`src/rtl/led_status_ctrl.sv`:
```
// Board status-LED controller: 1 ms tick, heartbeat, N stretched activity channels and an
// error-code blink sequencer that overrides them. Optional LED_PWM_EN dims the heartbeat.
module led_status_ctrl #(
  parameter int CLK_HZ     = 50000000,
  parameter int HB_HALF_MS = 1000,
  parameter int N_CH       = 2,
  parameter int STRETCH_MS = 50,
  parameter int ERR_ON_MS  = 200,
  parameter int ERR_OFF_MS = 200,
  parameter int ERR_GAP_MS = 1000,
  parameter int PWM_DUTY   = 64
) (
  input  logic            clk,
  input  logic            rst_n,
  input  logic [N_CH-1:0] act,
  input  logic [3:0]      err_code,
  output logic            led,
  output logic [N_CH-1:0] led_act,
  output logic            hb,
  output logic            err_busy
);

  localparam int TICK_DIV = CLK_HZ / 1000;
  localparam int TICK_W   = (TICK_DIV > 1) ? $clog2(TICK_DIV) : 1;
  localparam int HB_W     = (HB_HALF_MS > 1) ? $clog2(HB_HALF_MS) : 1;
  localparam int ST_W     = (STRETCH_MS > 0) ? $clog2(STRETCH_MS + 1) : 1;
  localparam int ERR_MAX  = (ERR_ON_MS > ERR_OFF_MS)
                            ? ((ERR_ON_MS > ERR_GAP_MS) ? ERR_ON_MS : ERR_GAP_MS)
                            : ((ERR_OFF_MS > ERR_GAP_MS) ? ERR_OFF_MS : ERR_GAP_MS);
  localparam int ERR_W    = (ERR_MAX > 1) ? $clog2(ERR_MAX) : 1;

  if (N_CH < 1 || N_CH > 8 || (CLK_HZ % 1000) != 0 || PWM_DUTY < 0 || PWM_DUTY > 256)
  begin : g_bad_param
    $error("led_status_ctrl: illegal parameter set");
  end

  typedef enum logic [1:0] {IDLE, ON, OFF, GAP} err_state_t;

  logic [TICK_W-1:0] tick_cnt;
  logic              tick;
  logic [HB_W-1:0]   hb_cnt;
  logic [ST_W-1:0]   st_cnt [N_CH];
  logic              hb_drive;

  err_state_t        state, state_nxt;
  logic [ERR_W-1:0]  err_ms, err_ms_nxt;
  logic [3:0]        blink_left, blink_nxt;

  // ---------------- 1 ms tick prescaler
  assign tick = (tick_cnt == TICK_W'(TICK_DIV - 1));

  always_ff @(posedge clk or negedge rst_n) begin
    if (!rst_n)     tick_cnt <= '0;
    else if (tick)  tick_cnt <= '0;
    else            tick_cnt <= tick_cnt + 1'b1;
  end

  // ---------------- heartbeat
  always_ff @(posedge clk or negedge rst_n) begin
    if (!rst_n) begin
      hb_cnt <= '0;
      hb     <= 1'b0;
    end else if (tick) begin
      if (hb_cnt == HB_W'(HB_HALF_MS - 1)) begin
        hb_cnt <= '0;
        hb     <= ~hb;
      end else begin
        hb_cnt <= hb_cnt + 1'b1;
      end
    end
  end

  // ---------------- activity stretchers (load wins over a coincident tick)
  always_ff @(posedge clk or negedge rst_n) begin
    if (!rst_n) begin
      for (int unsigned i = 0; i < N_CH; i++) st_cnt[i] <= '0;
    end else begin
      for (int unsigned i = 0; i < N_CH; i++) begin
        if (act[i])                         st_cnt[i] <= ST_W'(STRETCH_MS);
        else if (tick && st_cnt[i] != '0)   st_cnt[i] <= st_cnt[i] - 1'b1;
      end
    end
  end

  always_comb begin
    led_act = '0;
    for (int unsigned i = 0; i < N_CH; i++) led_act[i] = (st_cnt[i] != '0);
  end

  // ---------------- error blink sequencer
  always_ff @(posedge clk or negedge rst_n) begin
    if (!rst_n) begin
      state      <= IDLE;
      err_ms     <= '0;
      blink_left <= '0;
    end else begin
      state      <= state_nxt;
      err_ms     <= err_ms_nxt;
      blink_left <= blink_nxt;
    end
  end

  always_comb begin
    state_nxt  = state;
    err_ms_nxt = err_ms;
    blink_nxt  = blink_left;
    if (state != IDLE && err_code == 4'd0) begin
      state_nxt = IDLE;
    end else begin
      unique case (state)
        IDLE: if (err_code != 4'd0) begin
          blink_nxt  = err_code;
          err_ms_nxt = '0;
          state_nxt  = ON;
        end
        ON: if (tick) begin
          if (err_ms == ERR_W'(ERR_ON_MS - 1)) begin
            err_ms_nxt = '0;
            blink_nxt  = blink_left - 4'd1;
            state_nxt  = (blink_left == 4'd1) ? GAP : OFF;
          end else begin
            err_ms_nxt = err_ms + 1'b1;
          end
        end
        OFF: if (tick) begin
          if (err_ms == ERR_W'(ERR_OFF_MS - 1)) begin
            err_ms_nxt = '0;
            state_nxt  = ON;
          end else begin
            err_ms_nxt = err_ms + 1'b1;
          end
        end
        GAP: if (tick) begin
          if (err_ms == ERR_W'(ERR_GAP_MS - 1)) begin
            err_ms_nxt = '0;
            state_nxt  = IDLE;
          end else begin
            err_ms_nxt = err_ms + 1'b1;
          end
        end
        default: state_nxt = IDLE;
      endcase
    end
  end

  assign err_busy = (state != IDLE);

  // ---------------- heartbeat drive and output composition
`ifdef LED_PWM_EN
  logic [7:0] pwm_cnt;

  always_ff @(posedge clk or negedge rst_n) begin
    if (!rst_n) pwm_cnt <= '0;
    else        pwm_cnt <= pwm_cnt + 8'd1;
  end

  assign hb_drive = hb & ({1'b0, pwm_cnt} < 9'(PWM_DUTY));
`else
  assign hb_drive = hb;
`endif

  always_ff @(posedge clk or negedge rst_n) begin
    if (!rst_n)        led <= 1'b0;
    else if (err_busy) led <= (state == ON);
    else               led <= hb_drive | (|led_act);
  end

endmodule

```
`config.mk`:
```
export PLATFORM = sky130hd
export DESIGN_NAME = led_status_ctrl
export DESIGN_NICKNAME = d
export VERILOG_FILES = /design/src/rtl/led_status_ctrl.sv
export SDC_FILE = /design/constraint.sdc
export NUM_CORES = 1
export LEC_CHECK = 0
export CAP_MARGIN = 20
export CORE_MARGIN = 5
export CORE_UTILIZATION = 61
export DETAILED_ROUTE_END_ITERATION = 8
export PLACE_DENSITY = 0.8
export SLEW_MARGIN = 10
export SYNTH_ARGS = -nofsm -noshare
export SYNTH_HDL_FRONTEND = slang
export SYNTH_SLANG_ARGS = --single-unit
```
`constraint.sdc`:
```
create_clock -name clk -period 2.16 [get_ports clk]
set_input_delay 0.648 -clock clk [delete_from_list [all_inputs] [get_ports clk]]
set_output_delay 0.648 -clock clk [all_outputs]
set_load 0.1 [all_outputs]
```
# ---- Yosys cells after proc, flatten, opt, wreduce, memory -nomap -nowiden
# Cells that the tools add are included.
dict set report classes {
  eq_ne 20
  bitwise 3
  n_mux 27
  n_reduce_logical 18
  add_sub_neg 6
}
# op n
set ops {}
lappend ops {{$mux W10} 6}
lappend ops {{$pmux W10 S3} 1}
lappend ops {{$mux W6} 4}
lappend ops {{$ne A3 B3 Y1 const B} 7}
lappend ops {{$add A10 B1 Y10 const B} 2}
lappend ops {{$eq A10 B10 Y1 const B} 2}
lappend ops {{$add A16 B1 Y16 const B} 1}
lappend ops {{$eq A16 B16 Y1 const B} 1}
lappend ops {{$mux W16} 1}
lappend ops {{$mux W2} 8}
lappend ops {{$mux W4} 3}
lappend ops {{$reduce_bool A6 Y1} 2}
lappend ops {{$sub A6 B1 Y6 const B} 2}
lappend ops {{$eq A10 B8 Y1 const B} 1}
lappend ops {{$ne A2 B2 Y1 const B} 4}
lappend ops {{$pmux W2 S4} 1}
lappend ops {{$pmux W4 S2} 1}
lappend ops {{$reduce_bool A2 Y1} 4}
lappend ops {{$reduce_and A7 Y1} 1}
lappend ops {{$reduce_and A5 Y1} 1}
lappend ops {{$eq A2 B2 Y1 const B} 2}
lappend ops {{$eq A4 B1 Y1 const B} 1}
lappend ops {{$logic_not A4 Y1} 1}
lappend ops {{$reduce_and A4 Y1} 1}
lappend ops {{11 further kinds} 16}
dict set report totals {
  output_inout_bits 5
  in_bits 8
  reg_bits 56
}

# ---- Logic depth before layout (Yosys ltp)
# Gate-level depths: netlist of run 1.
dict set report depth {
  ltp_word 6
  depth_mapped 8
}

# ---- Worst setup path after synthesis of run 1
# OpenSTA, ideal clock, no wires.
dict set report synth_path {
  path_type {reg2reg}
  start {register st_cnt[6] in the netlist's numbering}
  end {register st_cnt[7] in the netlist's numbering}
  required_time_ns 2.036
  setup_slack_ns -0.122
  stages_incl_launch_ff 7
  period_less_slack_ns 2.282
  arrival_time_ns 2.158
  path_cell_list {dfrtp_1 > inv_1 > ha_1 > nand3_1 > nand2_1 > nor2_1 > a211o_1}
}
dict set report synth_between {
  elab_chain_len 3
  word_cells_on_any_way 6
}
# element line_no
set synth_lines {}
lappend synth_lines {{start, declared} 42} ;# logic [ST_W-1:0] st_cnt [N_CH];
lappend synth_lines {{start signal, assigned by index} 79} ;# if (act[i]) st_cnt[i] <= ST_W'(STRETCH_MS);
lappend synth_lines {{$reduce_bool A6 Y1} --}
lappend synth_lines {{via led_act[0]} 18} ;# output logic [N_CH-1:0] led_act,
lappend synth_lines {{$logic_and A1 B1 Y1} 80} ;# else if (tick && st_cnt[i] != '0) st_cnt[i] <= st_cnt[i] - 1'b1;
lappend synth_lines {{$reduce_bool A2 Y1 (no source line)} --}
# The timed path passes the listed nets, and every way through them passes these cells. The select of a mux whose other input is x is not followed.
# A chain may end at the register's enable or synchronous reset.

# ---- Worst setup path after layout of run 1
dict set report layout_path {
  start {register state[1]}
  end {output port err_busy}
}
dict set report layout_between {
  elab_chain_len 1
}
# element line_no
set layout_lines {}
lappend layout_lines {{start, declared} 45} ;# err_state_t state, state_nxt;
lappend layout_lines {{start signal, assigned} 97} ;# state <= state_nxt;
lappend layout_lines {{$reduce_bool A2 Y1} 146} ;# assign err_busy = (state != IDLE);
lappend layout_lines {{end, declared} 20} ;# output logic err_busy
# Every way passes these cells.

==> results.md, run 1 <==
- Core ar.: around 5000 sq um
- Row count: 26
- Via density: 5.80
- Critical Path Start Type: flop
- Worst slew pin tran: 0.512 ns
- Crit path kind: reg -> out
- Number of synthesized register bits: 56
- Post-Syn Instances: about 310
- Antenna violations before repair: 0
- Number of synthesized flops with an enable pin: 0
- Static leakage power: 1.56 nW
- H-tree depth: 2
- Sequential-to-total area share from yosys stat: around 44%
- Syn Std Cell Area: 3160 sq um
- Die Y: 82.0 um
- Power density over the cells: 742 nW/um^2
- Area occupied by registers: 1400 sq um
- Width of the die: 82.0 um
- Hpwl dp: 4350 um
- Final setup vio count: 0
- Via count: 2402
- Count of cell types in the netlist: 58
- Status: finished clean
- P&R area growth vs syn: 14.1%
- Shortest period the worst path allows: 2.07 ns
- Clock skew: approximately 0.008 ns
- Fill count: 382
- Vias in the first global route: 2327
- First-pass GRT wire length: 10700 um
- Max stage delay on crit path: 0.42 ns
- Antenna violation net count after detailed routing: 0
- Unrepaired setup endpoints after global routing: false
- Final Net Count: 364
- Dpl cell area: 3490 sq um
- IO Count: 13
- Layout Cell Area excl Fill: 3600 sq um
- Post-layout util: between 70% and 80%
- Sink Count: 56
- Syn nets: 335
- GPL Wtd Cong: 0.905
- Syn Area/Cell: 10.1 sq um
- Period Utilization, post-route: 95.7%
- Max-Cap Viols: 0
- # hold bufs at CTS: 0
- R2r endpoint: state[1]
- Worst hold path type: in -> async
- CTS clock-pin slew for the worst setup and hold paths: 0.09 ns
- Async set-reset flop share out of synthesis: 100%
- CTS buffer count: 5
- Aggregate global-route resource usage: 20.8%
- 1st-iter DRT viols: 150
- Clock latency on the worst-skew pair: 0.31 ns
- CP max-delay cell: dfrtp_1
- Clock root buffer: clkbuf_8
- Ratio of cells with drive above 1 in the final layout: 15.4%
- Tot Pwr: 2.68 mW
- Reg2Reg Depth: 6
- Routed wire length: 6040 um
- R2R setup slack: 0.17 ns
- Worst EP arrival: 1.42 ns
- Final hold vios: 0
- Fmax: 484 MHz
- Most frequent CP cell: inv_1
- Grt total ovfl: 0
- Initial core utilization: 62.2%
- Worst r2r src: err_ms[1]
- Worst Path Required: 1.51 ns
- Pin count of the biggest net entering global routing: 57
- Worst VDD drop: 0.585 mV
- Hold WS: approximately 0.31 ns
- Multi-input logic area: ~1700 sq um
- Worst slew margin: between 60% and 70%
- # diodes: 0
- Drt pass-1 iters: 4
- Number of remaining DRC errors: 0
- Port Buffers: 12
- Worst setup EP type: output pin
- Synth warn: 0
- Clock tree from TritonCTS: done
- Final Max Slew Viols: 0
- Crit. Startpoint: state[1]
- Die area: 6720 sq um
- DR WL/cell: between 10 and 15 um
- Longest Clk Path Bufs: 2
- CP Cell Sequence: inv_1 -> ha_2 -> inv_1 -> buf_12
- Number of cells in the finished layout apart from fillers: 414
- Crit path max fanout: 4
- Placed insts: 405
- Synth Flop Type: dfrtp_1
[flip-flops by register name (all words and copies together), names as in the netlist]
name and flops:
st_cnt 12, led 1, err_ms 10, blink_left 4, tick_cnt 16, state 2
hb 1, hb_cnt 10
[report_power, final]
| part | switching (mW) | internal (mW) | total, mW |
|---|---|---|---|
| clock network | 0.334 | 0.261 | 0.595 |
| registers | 0.0647 | 1.11 | 1.18 |
| logic | 0.526 | 0.376 | 0.902 |
| total | 0.925 | 1.75 | 2.68 |
[Yosys cell counts (2+ instances only)]
cell | n | share of area [%]
ha_1 | 13 | 5.2
a211o_1 | 3 | 0.83
o31ai_1 | 3 | 0.71
mux2i_1 | 4 | 1.3
clkbuf_1 | 3 | 0.36
buf_2 | 2 | 0.32
nand3b_1 | 5 | 1.2
nor3_1 | 6 | 0.95
dfrtp_1 | 56 | 44
nand2_1 | 26 | 3.1
xnor2_1 | 13 | 3.6
a21o_1 | 6 | 1.4
nand2b_1 | 6 | 1.2
a21oi_1 | 4 | 0.63
inv_1 | 12 | 1.4
o31ai_4 | 2 | 1.3
nand3_1 | 20 | 3.2
xor2_1 | 14 | 3.9
nand4_1 | 12 | 2.4
a22o_1 | 6 | 1.7
o21ai_1 | 4 | 0.63
a2bb2oi_1 | 2 | 0.55
and2_1 | 5 | 0.99
and4bb_2 | 2 | 0.79
nor2_1 | 37 | 4.4
and3_1 | 5 | 0.99
and4_1 | 3 | 0.83
o21ai_0 | 9 | 1.4
a41oi_1 | 2 | 0.55
[cells by family after synthesis]
logic type / Yosys count / synth area share, %
buffers and inverters: 20 / 3.13
AO/OA/AOI/OAI: 53 / 13.8
multiplexers: 6 / 1.98
adder cells (fa/ha/maj): 13 / 5.15
AND/OR/NAND/NOR: 139 / 24.0
flip-flops: 56 / 44.4
XOR/XNOR: 27 / 7.49
[placed cells by master, fill, tap and decap left out, types with 9 or more instances in the layout]
cell | synthesis | layout
dfrtp_1 | 56 | 56
nor2_1 | 37 | 37
nand2_1 | 26 | 26
nand3_1 | 20 | 18
buf_4 | 1 | 18
xor2_1 | 14 | 14
xnor2_1 | 13 | 13
inv_1 | 12 | 12
nand4_1 | 12 | 12
ha_1 | 13 | 12
o21ai_0 | 9 | 9
[cell type report]
type                            count  share of cell area, %
Clock buffer                        7                   2.39
Clock inverter                      1                  0.208
Inverter                           12                   1.25
Multi-Input combinational cell    238                   46.5
Sequential cell                    56                   38.9
Tap cell                           70                   2.43
Timing Repair Buffer               30                   8.33
[worst max-delay path by stage]
stage	to	cells after the start	slack, ns
after global placement	state[1]	5	-0.22
after detailed placement	state[1]	5	-0.22
after floorplan	err_busy	4	0.12
after global routing	led_act[0]	4	0.01
after CTS	err_busy	4	0.01
final	err_busy	4	0.09
[per-stage QoR]
step | TNS [ns] | worst slack [ns]
after CTS | 0 | 0.0126
after global routing | 0 | 0.0118
after floorplan | 0 | 0.122
final | 0 | 0.0924
after detailed placement | -1.28 | -0.224
after global placement | -0.964 | -0.218
[layer usage]
layer / GRT usage [%] / vias to the layer above / wire length, um
li1: - / 1178 / -
met1: 26.9 / 1174 / 2700
met2: 34.9 / 42 / 3080
met3: 4.39 / 8 / 185
met4: 6.64 / 0 / 84
met5: 0 / - / 0
[worst max-delay path, delay by kind of cell (launching register included)]
| family | cells | cell delay [ns] |
|---|---|---|
| buf+inv | 3 | 0.41 |
| flops | 1 | 0.42 |
| fa+ha+maj | 1 | 0.27 |
[timing repair]
action / CTS / global route
gates resized for setup: 1 / 3
pin swaps: 0 / 1
endpoints found under the setup margin: 1 / 10
setup buffers: 0 / 1
Power figures use the tool's default switching activity.
==> inputs of run 2 (changes only) <==
--- a/config.mk
+++ b/config.mk
@@ -6,7 +6,7 @@
 export NUM_CORES = 1
 export LEC_CHECK = 0
 export CAP_MARGIN = 20
-export CORE_MARGIN = 5
+export CORE_MARGIN = 4
 export CORE_UTILIZATION = 61
 export DETAILED_ROUTE_END_ITERATION = 8
 export PLACE_DENSITY = 0.8
==> results.md, run 2 (synthesis results as in run 1) <==
- Initial core utilization: 64.7%
- Worst slew margin: 65.4%
- Period Utilization, post-route: a little over nine tenths
- CTS clock-pin slew for the worst setup and hold paths: 0.10 ns
- Worst slew pin tran: 0.519 ns
- Largest regs: tick_cnt: 16 flops, st_cnt: 12 flops
- Hpwl dp: 4310 um
- GRT Max-Usage Layer: met2
- Static leakage power: 1.57 nW
- Antenna violations before repair: 0
- First-pass GRT wire length: 11000 um
- Number of remaining DRC errors: 0
- Worst VDD drop: 0.577 mV
- Width of the die: 80.0 um
- Dpl cell area: 3510 sq um
- Aggregate global-route resource usage: 21.7%
- Fill count: between 300 and 400
- Final Max Slew Viols: 0
- Power density over the cells: 757 nW/um^2
- GPL Wtd Cong: 0.840
- Clock skew: around 0.011 ns
- Worst hold path type: in -> async
- Pin count of the biggest net entering global routing: 57
- P&R area growth vs syn: 15.2%
- Unrepaired setup endpoints after global routing: false
- # diodes: 0
- Worst r2r src: tick_cnt[7]
- Routed wire length: 6000 um
- Max-Cap Viols: 0
- Critical Path Start Type: flop
- Ratio of cells with drive above 1 in the final layout: 15.9%
- Via count: 2404
- Most common cell after layout, fill and taps aside: dfrtp_1
- IO Count: 13
- Final setup TNS: 0 ns
- Grt met3 use: 3.72%
- Met1 layer usage reported by global route: between 20% and 30%
- Core ar.: 4880 sq um
- 1st-iter DRT viols: 181
- Fmax: 484 MHz
- Multi-input logic area: 1680 sq um
- Number of cells in the finished layout apart from fillers: 412
- Final setup vio count: 0
- Commonest cells after routing, fill and taps aside: dfrtp_1 (56), nor2_1 (37), nand2_1 (26), nand3_1 (18), buf_4 (18)
- Layout Cell Area excl Fill: 3640 sq um
- Worst EP arrival: 1.42 ns
- Longest Clk Path Bufs: 2
- Die Y: 80.0 um
- Worst setup EP type: output pin
- Port Buffers: 12
- Largest register FFs: 16
- Die area: 6390 sq um
- H-tree depth: 2
- Drt pass-1 iters: 4
- Status: finished clean
- # hold bufs at CTS: 0
- Area occupied by registers: 1400 sq um
- Global Route met2 Usage: 35.9%
- Most flop-heavy register: tick_cnt
- Sink Count: 56
- Vias in the first global route: 2462
- Final Net Count: ~370
- Crit path kind: reg -> out
- Shortest period the worst path allows: ~2.1 ns
- Clock latency on the worst-skew pair: 0.31 ns
- Grt total ovfl: 0
- Antenna violation net count after detailed routing: 0
- Via density: 5.83
- DR WL/cell: 14.6 um
- Final hold vios: 0
- Crit. Startpoint: state[1]
- Worst Path Required: 1.51 ns
- Clock tree from TritonCTS: done
- CTS buffer count: 5
- Row count: 25
- Crit path max fanout: 4
- Placed insts: roughly 400
- Clock root buffer: clkbuf_8
[run 2: changes by cell type in the layout (fill, tap and decap cells not counted), sizes merged]
cell | before | now
clkbuf | 7 | 5
buf | 24 | 25
bufinv | 0 | 1
clkinv | 0 | 1
[run 2: area by class of cell]
type / count / area share [%]
multi-input combinational: 238 / 46.1
clock buffer: 5 / 1.89
sequential: 56 / 38.5
tap: 67 / 2.30
timing repair buffer: 31 / 8.80
inverter: 12 / 1.24
clock inverter: 3 / 1.17
[run 2: worst max-delay path, cell delays in order (launching register included)]
cell	delay [ns]
dfrtp_1	0.43
inv_1	0.11
ha_2	0.26
inv_1	0.12
buf_12	0.18
[run 2: path summary, 6_finish.rpt]
kind	endpoint	slack (ns)	cells after the start
min in group clk	tick_cnt[0]	0.47	1
max	err_busy	0.09	4
min	hb_cnt[4]	0.32	2
max in group asynchronous	err_ms[6]	1.60	2
max reg2reg	blink_left[0]	0.10	6
min reg2reg	tick_cnt[0]	0.47	1
[run 2: stage by stage]
stage          utilization, %  hold slack [ns]  setup slack, ns  total power [mW]
2_1_floorplan               -            0.352            0.122              1.83
3_3_place_gp             71.9            0.445           -0.151              2.05
3_5_place_dp             71.9            0.459           -0.204              2.08
4_1_cts                  74.2            0.321           0.0180              2.76
5_1_grt                  74.6            0.334          0.00985              2.91
6_report                 74.6            0.320           0.0939              2.75
[run 2: power by group]
group	total, mW	leakage (nW)	internal (mW)	switching [mW]
clock network	0.682	0.0541	0.343	0.339
registers	1.18	0.721	1.11	0.0633
logic	0.896	0.796	0.369	0.527
[run 2: metal layers]
metal / up-vias / share of wire, %
li1: 1186 / -
met1: 1155 / 46
met2: 48 / 49
met3: 15 / 2.5
met4: 0 / 2.4
met5: - / 0
[run 2: timing repair]
| action | 4_1_cts | 5_1_grt |
|---|---|---|
| setup endpoints to repair | 0 | 6 |
| setup buffers | 0 | 1 |
| gates resized for setup | 0 | 4 |
==> inputs of run 3 (changes only) <==
--- a/config.mk
+++ b/config.mk
@@ -7,9 +7,8 @@
 export LEC_CHECK = 0
 export CAP_MARGIN = 20
 export CORE_MARGIN = 4
-export CORE_UTILIZATION = 61
+export CORE_UTILIZATION = 45
 export DETAILED_ROUTE_END_ITERATION = 8
-export PLACE_DENSITY = 0.8
 export SLEW_MARGIN = 10
 export SYNTH_ARGS = -nofsm -noshare
 export SYNTH_HDL_FRONTEND = slang
==> results.md, run 3 (synthesis results as in run 1) <==
- Clock root buffer: clkbuf_8
- Worst Path Required: 2.39 ns
- Worst slew margin: around two thirds
- Most common cell after layout, fill and taps aside: dfrtp_1
- Worst EP arrival: between 2 and 2.5 ns
- Port Buffers: 12
- H-tree depth: 2
- # diodes: 0
- Largest register FFs: 16
- Antenna violation net count after detailed routing: 0
- Most flop-heavy register: tick_cnt
- Number of cells in the finished layout apart from fillers: 444
- Sink Count: between 50 and 60
- IO Count: 13
- Layout Cell Area excl Fill: 3700 sq um
- Clock tree from TritonCTS: done
- Via density: about 5.3
- Core ar.: 6790 sq um
- Status: finished clean
- Dpl cell area: approximately 3600 sq um
- Final Net Count: between 300 and 400
- Final setup TNS: 0 ns
- Worst setup EP type: flop
- Crit path max fanout: 5
- Grt total ovfl: 0
- Cts repair resizes: 0
- Antenna violations before repair: 0
- Via count: approximately 2400
- Final setup vio count: 0
- Min setup slack post-route: 0.124 ns
- First-pass GRT wire length: 10400 um
- Critical Path Start Type: primary input
- Pre-CTS setup slack: -0.193 ns
- Final hold vios: 0
- Power density over the cells: 772 nW/um^2
- Row count: 30
- Number of buffers added for setup after CTS: 0
- Aggregate global-route resource usage: ~15%
- Placed insts: 437
- Final Max Slew Viols: 0
- DR WL/cell: 13.4 um
- Shortest period the worst path allows: 2.04 ns
- Max stage delay on crit path: a little over 0.6 ns
- Vias in the first global route: 2209
- Die area: around 8400 sq um
- CTS buffer count: 5
- Width of the die: 91.8 um
- Period Utilization, post-route: between 90 and 100%
- Pin count of the biggest net entering global routing: 57
- Ratio of cells with drive above 1 in the final layout: 16.1%
- Clock skew: 0.0135 ns
- Longest Clk Path Bufs: 2
- Commonest cells after routing, fill and taps aside: dfrtp_1 (56), nor2_1 (37), nand2_1 (26), buf_4 (23), nand3_1 (18)
- Hpwl dp: between 4000 and 5000 um
- CP max-delay cell: or4_1
- Crit path kind: in -> reg
- Die Y: between 90 and 100 um
- Drt pass-1 iters: 4
- P&R area growth vs syn: 17.3%
- CTS clock-pin slew for the worst setup and hold paths: 0.10 ns
- 1st-iter DRT viols: between 90 and 100
- Worst slew pin tran: 0.499 ns
- CP Cell Sequence: clkdlybuf4s50_1 -> or4_1 -> and2_1 -> mux2_2 -> a22oi_1
- Clock latency on the worst-skew pair: 0.31 ns
- GPL Wtd Cong: 0.778
- # hold bufs at CTS: 0
- Fmax: a little under 500 MHz
- Worst hold path type: in -> async
- Unrepaired setup endpoints after global routing: false
- Initial core utilization: between 40 and 50%
- Largest regs: tick_cnt: 16 flops, st_cnt: 12 flops
- Static leakage power: 1.60 nW
- Max-Cap Viols: 0
- Worst VDD drop: 0.435 mV
- R2R setup slack: 0.17 ns
- Number of remaining DRC errors: 0
- Post-layout util: a little over half
- Routed wire length: 5950 um
run 3: cell types whose count changed in the layout (fill, tap and decap cells not counted), sizes merged:
cell	delta
buf	+4
bufinv	+1
clkinvlp	-1
clkinv	-1
run 3: area by class of cell:
class,count,area (sq um)
Inverter,12,45.0
Fill cell,628,3090
Tap cell,96,120
Timing Repair Buffer,35,338
Clock inverter,2,60.1
Sequential cell,56,1400
Multi-Input combinational cell,238,1670
Clock buffer,5,68.8
run 3: where the power goes:
| group | internal, mW | switching (mW) |
|---|---|---|
| combinational | 0.379 | 0.510 |
| sequential | 1.11 | 0.0621 |
| clock | 0.457 | 0.339 |
| total | 1.95 | 0.912 |
run 3: layer usage:
metal	track usage [%]	part of all wire (%)
met1	19.5	48
met3	2.79	1.8
met4	3.71	0.98
met2	25.4	49
met5	0	0
run 3: path summary, 6_finish.rpt:
| check | from | cells past startpoint | end |
|---|---|---|---|
| max reg2reg | err_ms[0] | 6 | state[1] |
| min | rst_n | 2 | tick_cnt[5] |
| min in group clk | tick_cnt[0] | 1 | tick_cnt[0] |
| max in group asynchronous | rst_n | 2 | tick_cnt[11] |
| min reg2reg | tick_cnt[0] | 1 | tick_cnt[0] |
| max | err_code[0] | 5 | state[1] |
run 3: worst max-delay path: cells and delay by family:
family                 cells  cell delay (ns)
AO/OA/AOI/OAI              1             0.15
AND/OR/NAND/NOR            2             0.80
buffers and inverters      1             0.41
multiplexers               1             0.26
run 3: through the flow:
step / power [mW] / hold slack, ns
6_report: 2.86 / 0.333
5_1_grt: 3.02 / 0.345
4_1_cts: 2.90 / 0.336
3_5_place_dp: 2.09 / 0.449
3_3_place_gp: 2.08 / 0.437
2_1_floorplan: 1.83 / 0.352
